==> src/rtl/ecall_io_ctrl.sv <==
// rtl/ecall_io_ctrl.sv - ecall service controller bridging the core to switches, button and display
//
// Serves MiniRiscV ecall requests against board I/O:
//   1 print (waits for a confirm press), 5 read switches unsigned,
//   6 read switches signed, 11 print without waiting, 10 halt,
//   anything else flags err and completes at once.
//
// Ports:
//   clk_slow      block clock
//   rst           synchronous, active-low reset
//   ecall         request level, held by the core until it sees ecall_done
//   a0, a7        service argument and service number
//   switches      raw switch levels, sampled when a read completes
//   button        raw asynchronous confirm button
//   ecall_done    one-cycle completion pulse
//   ecall_write   with ecall_done: ecall_result must be written to a0
//   ecall_result  result word, holds until the next completion
//   seg_data      display word, holds until the next print
//   halted        sticky halt flag
//   err           sticky unknown-service flag

module ecall_io_ctrl #(
  parameter int SW_WIDTH        = 8,
  parameter int DEBOUNCE_CYCLES = 4
) (
  input  logic                clk_slow,
  input  logic                rst,
  input  logic                ecall,
  input  logic [31:0]         a0,
  input  logic [31:0]         a7,
  input  logic [SW_WIDTH-1:0] switches,
  input  logic                button,
  output logic                ecall_done,
  output logic                ecall_write,
  output logic [31:0]         ecall_result,
  output logic [31:0]         seg_data,
  output logic                halted,
  output logic                err
);

  localparam int CW = (DEBOUNCE_CYCLES > 1) ? $clog2(DEBOUNCE_CYCLES) : 1;
  localparam logic [CW-1:0] CNT_LAST = CW'(DEBOUNCE_CYCLES - 1);

  typedef enum logic [1:0] {S_IDLE, S_WAIT, S_RELEASE, S_HALT} state_t;
  typedef enum logic [1:0] {K_PRINT, K_READ_U, K_READ_S} kind_t;

  // ---------------------------------------------------------------
  // Button path: synchroniser, debounce, rising-edge pulse
  // ---------------------------------------------------------------
  logic          sync1;
  logic          btn_s;
  logic          btn_db;
  logic          btn_db_q;
  logic [CW-1:0] cnt;
  logic          press;

  always_ff @(posedge clk_slow) begin
    if (!rst) begin
      sync1    <= 1'b0;
      btn_s    <= 1'b0;
      btn_db   <= 1'b0;
      btn_db_q <= 1'b0;
      cnt      <= '0;
      press    <= 1'b0;
    end else begin
      sync1 <= button;
      btn_s <= sync1;
      // Accept a new level only after it has differed from the debounced
      // level on DEBOUNCE_CYCLES consecutive edges; any agreement restarts.
      if (btn_s != btn_db) begin
        if (cnt == CNT_LAST) begin
          btn_db <= btn_s;
          cnt    <= '0;
        end else begin
          cnt <= cnt + 1'b1;
        end
      end else begin
        cnt <= '0;
      end
      btn_db_q <= btn_db;
      press    <= btn_db & ~btn_db_q;
    end
  end

  // ---------------------------------------------------------------
  // Switch views for the two read services
  // ---------------------------------------------------------------
  logic [31:0] sw_u;
  logic [31:0] sw_s;

  always_comb begin
    sw_u                 = '0;
    sw_u[SW_WIDTH-1:0]   = switches;
    sw_s                 = {32{switches[SW_WIDTH-1]}};
    sw_s[SW_WIDTH-1:0]   = switches;
  end

  // ---------------------------------------------------------------
  // Service FSM; all outputs are registered alongside the state
  // ---------------------------------------------------------------
  state_t      state, state_n;
  kind_t       kind, kind_n;
  logic        done_n;
  logic        write_n;
  logic [31:0] result_n;
  logic [31:0] seg_n;
  logic        halted_n;
  logic        err_n;

  always_ff @(posedge clk_slow) begin
    if (!rst) begin
      state        <= S_IDLE;
      kind         <= K_PRINT;
      ecall_done   <= 1'b0;
      ecall_write  <= 1'b0;
      ecall_result <= '0;
      seg_data     <= '0;
      halted       <= 1'b0;
      err          <= 1'b0;
    end else begin
      state        <= state_n;
      kind         <= kind_n;
      ecall_done   <= done_n;
      ecall_write  <= write_n;
      ecall_result <= result_n;
      seg_data     <= seg_n;
      halted       <= halted_n;
      err          <= err_n;
    end
  end

  always_comb begin
    state_n  = state;
    kind_n   = kind;
    done_n   = 1'b0;
    write_n  = 1'b0;
    result_n = ecall_result;
    seg_n    = seg_data;
    halted_n = halted;
    err_n    = err;

    case (state)
      S_IDLE: begin
        if (ecall && !halted) begin
          case (a7)
            32'd1: begin
              seg_n   = a0;
              kind_n  = K_PRINT;
              state_n = S_WAIT;
            end
            32'd5: begin
              kind_n  = K_READ_U;
              state_n = S_WAIT;
            end
            32'd6: begin
              kind_n  = K_READ_S;
              state_n = S_WAIT;
            end
            32'd11: begin
              seg_n   = a0;
              done_n  = 1'b1;
              state_n = S_RELEASE;
            end
            32'd10: begin
              halted_n = 1'b1;
              state_n  = S_HALT;
            end
            default: begin
              err_n    = 1'b1;
              done_n   = 1'b1;
              result_n = '0;
              state_n  = S_RELEASE;
            end
          endcase
        end
      end

      S_WAIT: begin
        // Only a fresh debounced rising edge completes; a button already
        // held when WAIT was entered produces no press pulse.
        if (press) begin
          done_n = 1'b1;
          case (kind)
            K_READ_U: begin
              write_n  = 1'b1;
              result_n = sw_u;
            end
            K_READ_S: begin
              write_n  = 1'b1;
              result_n = sw_s;
            end
            default: begin
              result_n = '0;
            end
          endcase
          state_n = S_RELEASE;
        end
      end

      S_RELEASE: begin
        // Wait for the core to drop the request so it cannot re-trigger.
        if (!ecall) state_n = S_IDLE;
      end

      default: begin
        state_n = S_HALT;
      end
    endcase
  end

endmodule
==> config.mk <==
export PLATFORM = sky130hd
export DESIGN_NAME = ecall_io_ctrl
export DESIGN_NICKNAME = d
export VERILOG_FILES = /design/src/rtl/ecall_io_ctrl.sv
export SDC_FILE = /design/constraint.sdc
export NUM_CORES = 1
export LEC_CHECK = 0
export BUFFER_PORTS_ARGS = -buffer_cell sky130_fd_sc_hd__clkbuf_2
export CAP_MARGIN = 20
export CORE_ASPECT_RATIO = 0.9
export CORE_MARGIN = 4
export CORE_UTILIZATION = 49
export DETAILED_ROUTE_END_ITERATION = 6
export GPL_TIMING_DRIVEN = 1
export PLACE_DENSITY = 0.85
export SKIP_LAST_GASP = 1
export SLEW_MARGIN = 15
export SYNTH_ARGS = -nofsm -noshare
export SYNTH_HDL_FRONTEND = slang
export SYNTH_SLANG_ARGS = --single-unit
==> constraint.sdc <==
create_clock -name clk_slow -period 4 [get_ports clk_slow]
set_input_delay 0.4 -clock clk_slow [delete_from_list [all_inputs] [get_ports clk_slow]]
set_output_delay 0.4 -clock clk_slow [all_outputs]
set_load 0.005 [all_outputs]
* After elaboration in Yosys (flattened, before gate mapping)
Index checks and enable logic that the tools add are counted.
Word-level totals: register bits after elaboration 79, bits of input ports 76, output and inout bits 68, word-level logic and storage cells 70
Cells by class: add/sub/neg operators 1, equality and inequality tests 15, multiplexer cells 16, bitwise logic cells 5, reductions and logical operators 19
Operators with widths (count):
- one-hot mux 32 bit (2 select lines) | 2
- 2-to-1 mux 32 bit | 3
- == test 32 x 3 -> 1 bit (second input constant) | 2
- == test 32 x 4 -> 1 bit (second input constant) | 2
- == test 32 x 1 -> 1 bit (second input constant) | 1
- AND reduction 3 bit | 6
- one-hot mux 2 bit (3 select lines) | 2
- != test 2 bit (second input constant) | 4
- == test 2 bit (second input constant) | 3
- 2-to-1 mux 2 bit | 3
- OR reduction 3 bit | 2
- OR reduction 5 bit | 1
- == test 2 x 1 -> 1 bit (second input constant) | 2
- 2-to-1 mux 1 bit | 4
- NOT 1 bit | 4
- one-hot mux 2 bit (2 select lines) | 1
- AND reduction 4 bit | 1
- OR reduction 2 bit | 2
- OR reduction 4 bit | 1
- nonzero test 3 bit | 1
- adder 2 x 1 -> 2 bit (second input constant) | 1
- logical NOT 2 bit | 1
- one-hot mux 1 bit (2 select lines) | 1
- AND reduction 2 bit | 1
- 5 further kinds | 5

* Logic depth before layout (Yosys ltp)
depth after elaboration 5, gate-level depth with buffers 9, depth with buffers taken out 7

* Worst setup path after synthesis
No wires, ideal clock.
kind input to register, start input port a7[14], end register seg_data[20], library setup time 0.115 ns, data arrival time 1.787 ns, required time 3.885 ns, setup slack 2.098 ns, stages 7, buffers on the path 2, cell sequence nor4_1 > nand4_1 > or4_1 > buf_6 > buf_6 > nand3_2 > o21ai_2
On the way: cells in the longest elaborated chain, start to end 3, elaborated cells on any way between the ends 4, classes of those cells eq/ne (2); reduce/logical (2)
Ends and longest elaborated chain:
- start: declaration | RTL line 30 | input logic [31:0] a7,
- == test 32 x 1 -> 1 bit or == test 32 x 4 -> 1 bit (tied branches) | RTL line 145 | case (a7)
- OR reduction 2 bit (no source line) *
- AND reduction 3 bit (no source line) *
- end signal: assignment | RTL line 126 | seg_data <= seg_n;
- end: declaration | RTL line 36 | output logic [31:0] seg_data,
Mark *: on every way between the ends. The rest lies on a longest branch, timed or not. A chain may end at the register's enable or synchronous reset.

* Worst setup path after layout
start register state[0], end register seg_data[27]
On the way: cells in the longest elaborated chain, start to end 2
Ends and longest elaborated chain:
- start: declaration | RTL line 101 | state_t state, state_n;
- start signal: assignment | RTL line 121 | state <= state_n;
- logical NOT 2 bit | RTL line 142 | case (state)
- AND reduction 3 bit (no source line)
No other way between the ends.

==> parameters.txt <==
Parameter                              Value

Hold path
  Path type of the worst min-delay path ... in -> reg
  Hold Path Depth ... 3
  Worst hold path startpoint ... a0[14]

Timing
  Setup TNS Final ... 0 ns
  Worst-case clock skew ... 0.00917 ns
  Min Hold Slack ... around 0.31 ns
  Number of endpoints failing setup at the final stage ... 0
  Final-report hold violation count ... 0
  Clock period minus worst slack ... between 2 and 2.5 ns
  Headroom to the max-slew limit ... ~34%
  Peak clock frequency supported by timing ... 0.425 GHz
  Setup slack after layout ... approximately 1.6 ns
  Worst slew pin tran ... approximately 1 ns
  Final critical-path share of the clock period ... between 50% and 60%
  Unrepaired setup endpoints after global routing ... false
  Number of max-slew violations in the final report ... 0

Yosys
  Ys async rst share ... 0%
  Netlist area before placement ... 2820 um^2
  Largest cells by area after synthesis ... sky130_fd_sc_hd__dfxtp_1 40%, sky130_fd_sc_hd__nand3_2 9.9%, sky130_fd_sc_hd__o21ai_2 9.9%
  Synthesized area divided by synthesized cell count ... 9.37 um^2
  Flops & latches, synth ... 56
  Syn. warnings ... 0
  Number of enable-type register cells in the synthesized netlist ... 0
  Leading area contributor after synthesis ... sky130_fd_sc_hd__dfxtp_1
  Distinct cells, synth ... approximately 40
  Syn_nets ... approximately 380
  Main flop type after synthesis ... sky130_fd_sc_hd__dfxtp_1
  Portion of synthesized cell area occupied by the leading cell type ... roughly 40%
  Post-synthesis sequential area ratio ... around two fifths
  Cell count after synthesis ... 301

Floorplanning
  Die height ... 80.0 um
  Cell Rows ... 25
  Initial Utilization ... 52.1%
  Overall die area ... about 7000 um^2
  I/O Pins ... 144
  Area of the placeable core ... between 5000 and 6000 um^2
  Horiz. Die Dim ... about 88 um

CTS
  Number of buffers created by CTS ... 5
  Number of buffers added to fix hold violations after cts ... 0
  CTS H-Tree Depth ... 2
  Clock insertion delay at the later pin of the skew report ... around 0.30 ns
  TritonCTS clock tree ... built
  Post CTS Setup Buffer Count ... 0
  Root cell of the clock tree ... sky130_fd_sc_hd__clkbuf_8
  CTS sink cnt ... 56
  # resized after CTS ... 0
  Maximum root-to-sink buffer count ... 2
  Worst-path clk slew ... ~0.1 ns

Drt
  Total detailed-routing wirelength ... 6200 um
  Number of antenna-violating nets in the routed design ... 0
  DRC violation total after the first TritonRoute iteration ... about 130
  Detail-routed net length per standard cell ... around 13 um
  Vias per std cell ... about 5.0
  Vias post-DR ... between 2000 and 2500
  Total DRC errors in the routed layout ... 0
  First-pass detailed-route iteration total ... 4

Placement
  Global placement routability congestion ... between 0.8 and 0.9
  Dpl ws ... approximately 1.5 ns
  Port Buf Inserts ... about 140
  Final HPWL DP ... roughly 4800 um

GRT
  Maximum number of pins on one net before global-route repair ... 85
  Overflow after GRT ... 0
  First-pass GRT wire length ... between 10000 and 15000 um
  Total global-route track usage ... approximately 18%
  Antenna violations before repair ... 0
  Via count of the first global-routing pass ... 2315

Run status
  Result of the run ... completed

Power
  Static leakage ... approximately 1.5 nW
  Pwr/cell area ... 338 nW/um^2
  Overall power of the completed layout ... roughly 1.2 mW
  VDD IR-drop max ... 0.182 mV

Setup path
  Reg-to-reg startpoint ... state[0]
  Critical Path Fanout Max ... 64
  Peak per-stage delay on the critical path ... 0.91 ns
  Critical setup path kind ... reg -> reg
  Data arrival, critical path ... between 2 and 3 ns
  Depth of the most critical reg-to-reg path ... 6
  Sort of element at the start of the critical path ... register
  Critical path data required time ... 4.16 ns
  Cell with the biggest individual delay on the critical path ... sky130_fd_sc_hd__or4_4
  Critical path, cell by cell ... inv_1, ha_1, nand2_1, or4_4, nand3_1, o21ai_2
  Worst Setup SP ... state[0]
  Crit. End Element ... register

Layout
  Area Overhead vs Synth ... 22.1%
  Antenna fix cells ... 0
  Highest-count cells in the layout ignoring fill and taps ... 142 x sky130_fd_sc_hd__clkbuf_2, 56 x sky130_fd_sc_hd__dfxtp_1, 53 x sky130_fd_sc_hd__nand2_1, 32 x sky130_fd_sc_hd__o21ai_2, 28 x sky130_fd_sc_hd__nand3_2
  Most common cell after layout, fill and taps aside ... sky130_fd_sc_hd__clkbuf_2
  Post-layout util ... 63.7%
  Share of cells above drive strength 1 ... a little over half
  Number of nets in the finished design ... 496

Job
  Max-cap check violation count ... 0
[synthesized netlist by cell type (all sizes together) (2+ instances only)]
master,instances
nand2,53
mux2i,9
xnor2,2
nor4,8
o21ai,36
nand3,35
nor2b,4
buf,30
a21oi,4
and2,3
nor4bb,3
or3,2
nand3b,2
nor2,5
nor3b,2
inv,7
ha,7
dfxtp,56
nor3,6
clkbuf,10
[report_power, final]
group          switching (mW)  internal [mW]  leakage, nW
clock network           0.178          0.140       0.0434
registers              0.0125          0.572        0.452
logic                   0.148          0.114         1.05
total                   0.339          0.827         1.55
[stage by stage]
step	instance area (um^2)	std cells
floorplan	2820	301
global placement	3340	472
detailed placement	3350	473
CTS	3440	481
global route	3440	481
finish	3440	481
[registers in the layout, indices dropped and copies added, names as in the netlist]
| register | flops |
|---|---|
| err | 1 |
| cnt | 2 |
| btn_db | 1 |
| sync1 | 1 |
| btn_db_q | 1 |
| kind | 2 |
| btn_s | 1 |
| press | 1 |
| seg_data | 32 |
| ecall_write | 1 |
| ecall_done | 1 |
| state | 2 |
| halted | 1 |
| ecall_result | 9 |
[critical path, delay by kind of cell (launching register included)]
kind | cells | cell delay [ns]
AND/OR/NAND/NOR | 3 | 1.34
flip-flops | 1 | 0.35
adder cells (fa/ha/maj) | 1 | 0.33
buffers and inverters | 1 | 0.09
AO/OA/AOI/OAI | 1 | 0.06
[worst paths after layout]
path / slack (ns) / endpoint
max: 1.65 / seg_data[27]
max reg2reg: 1.65 / seg_data[27]
min: 0.31 / seg_data[14]
min reg2reg: 0.39 / press
[layer usage]
layer	up-vias	track usage (%)	wire [um]
met4	0	6.13	112
met2	84	31.4	3140
met3	12	4.13	490
met1	1072	21.6	2450
met5	-	0	0
li1	1253	-	-
[cell type report]
cell class / count / area [um^2]
multi-input cells: 198 / 1390
clock inverters: 2 / 15.0
well taps: 67 / 83.8
flip-flops and latches: 56 / 1120
fillers: 478 / 1970
inverters: 7 / 26.3
clock buffers: 6 / 82.6
repair buffers: 145 / 728
[kinds of logic after synthesis]
group,share of synthesized area (%)
flip-flops,39.8
AO/OA/AOI/OAI,14.3
XOR/XNOR,0.621
AND/OR/NAND/NOR,27.4
buffers and inverters,11.2
adder cells (fa/ha/maj),3.11
multiplexers,3.59
No activity file was read; power rests on OpenSTA's default activity.
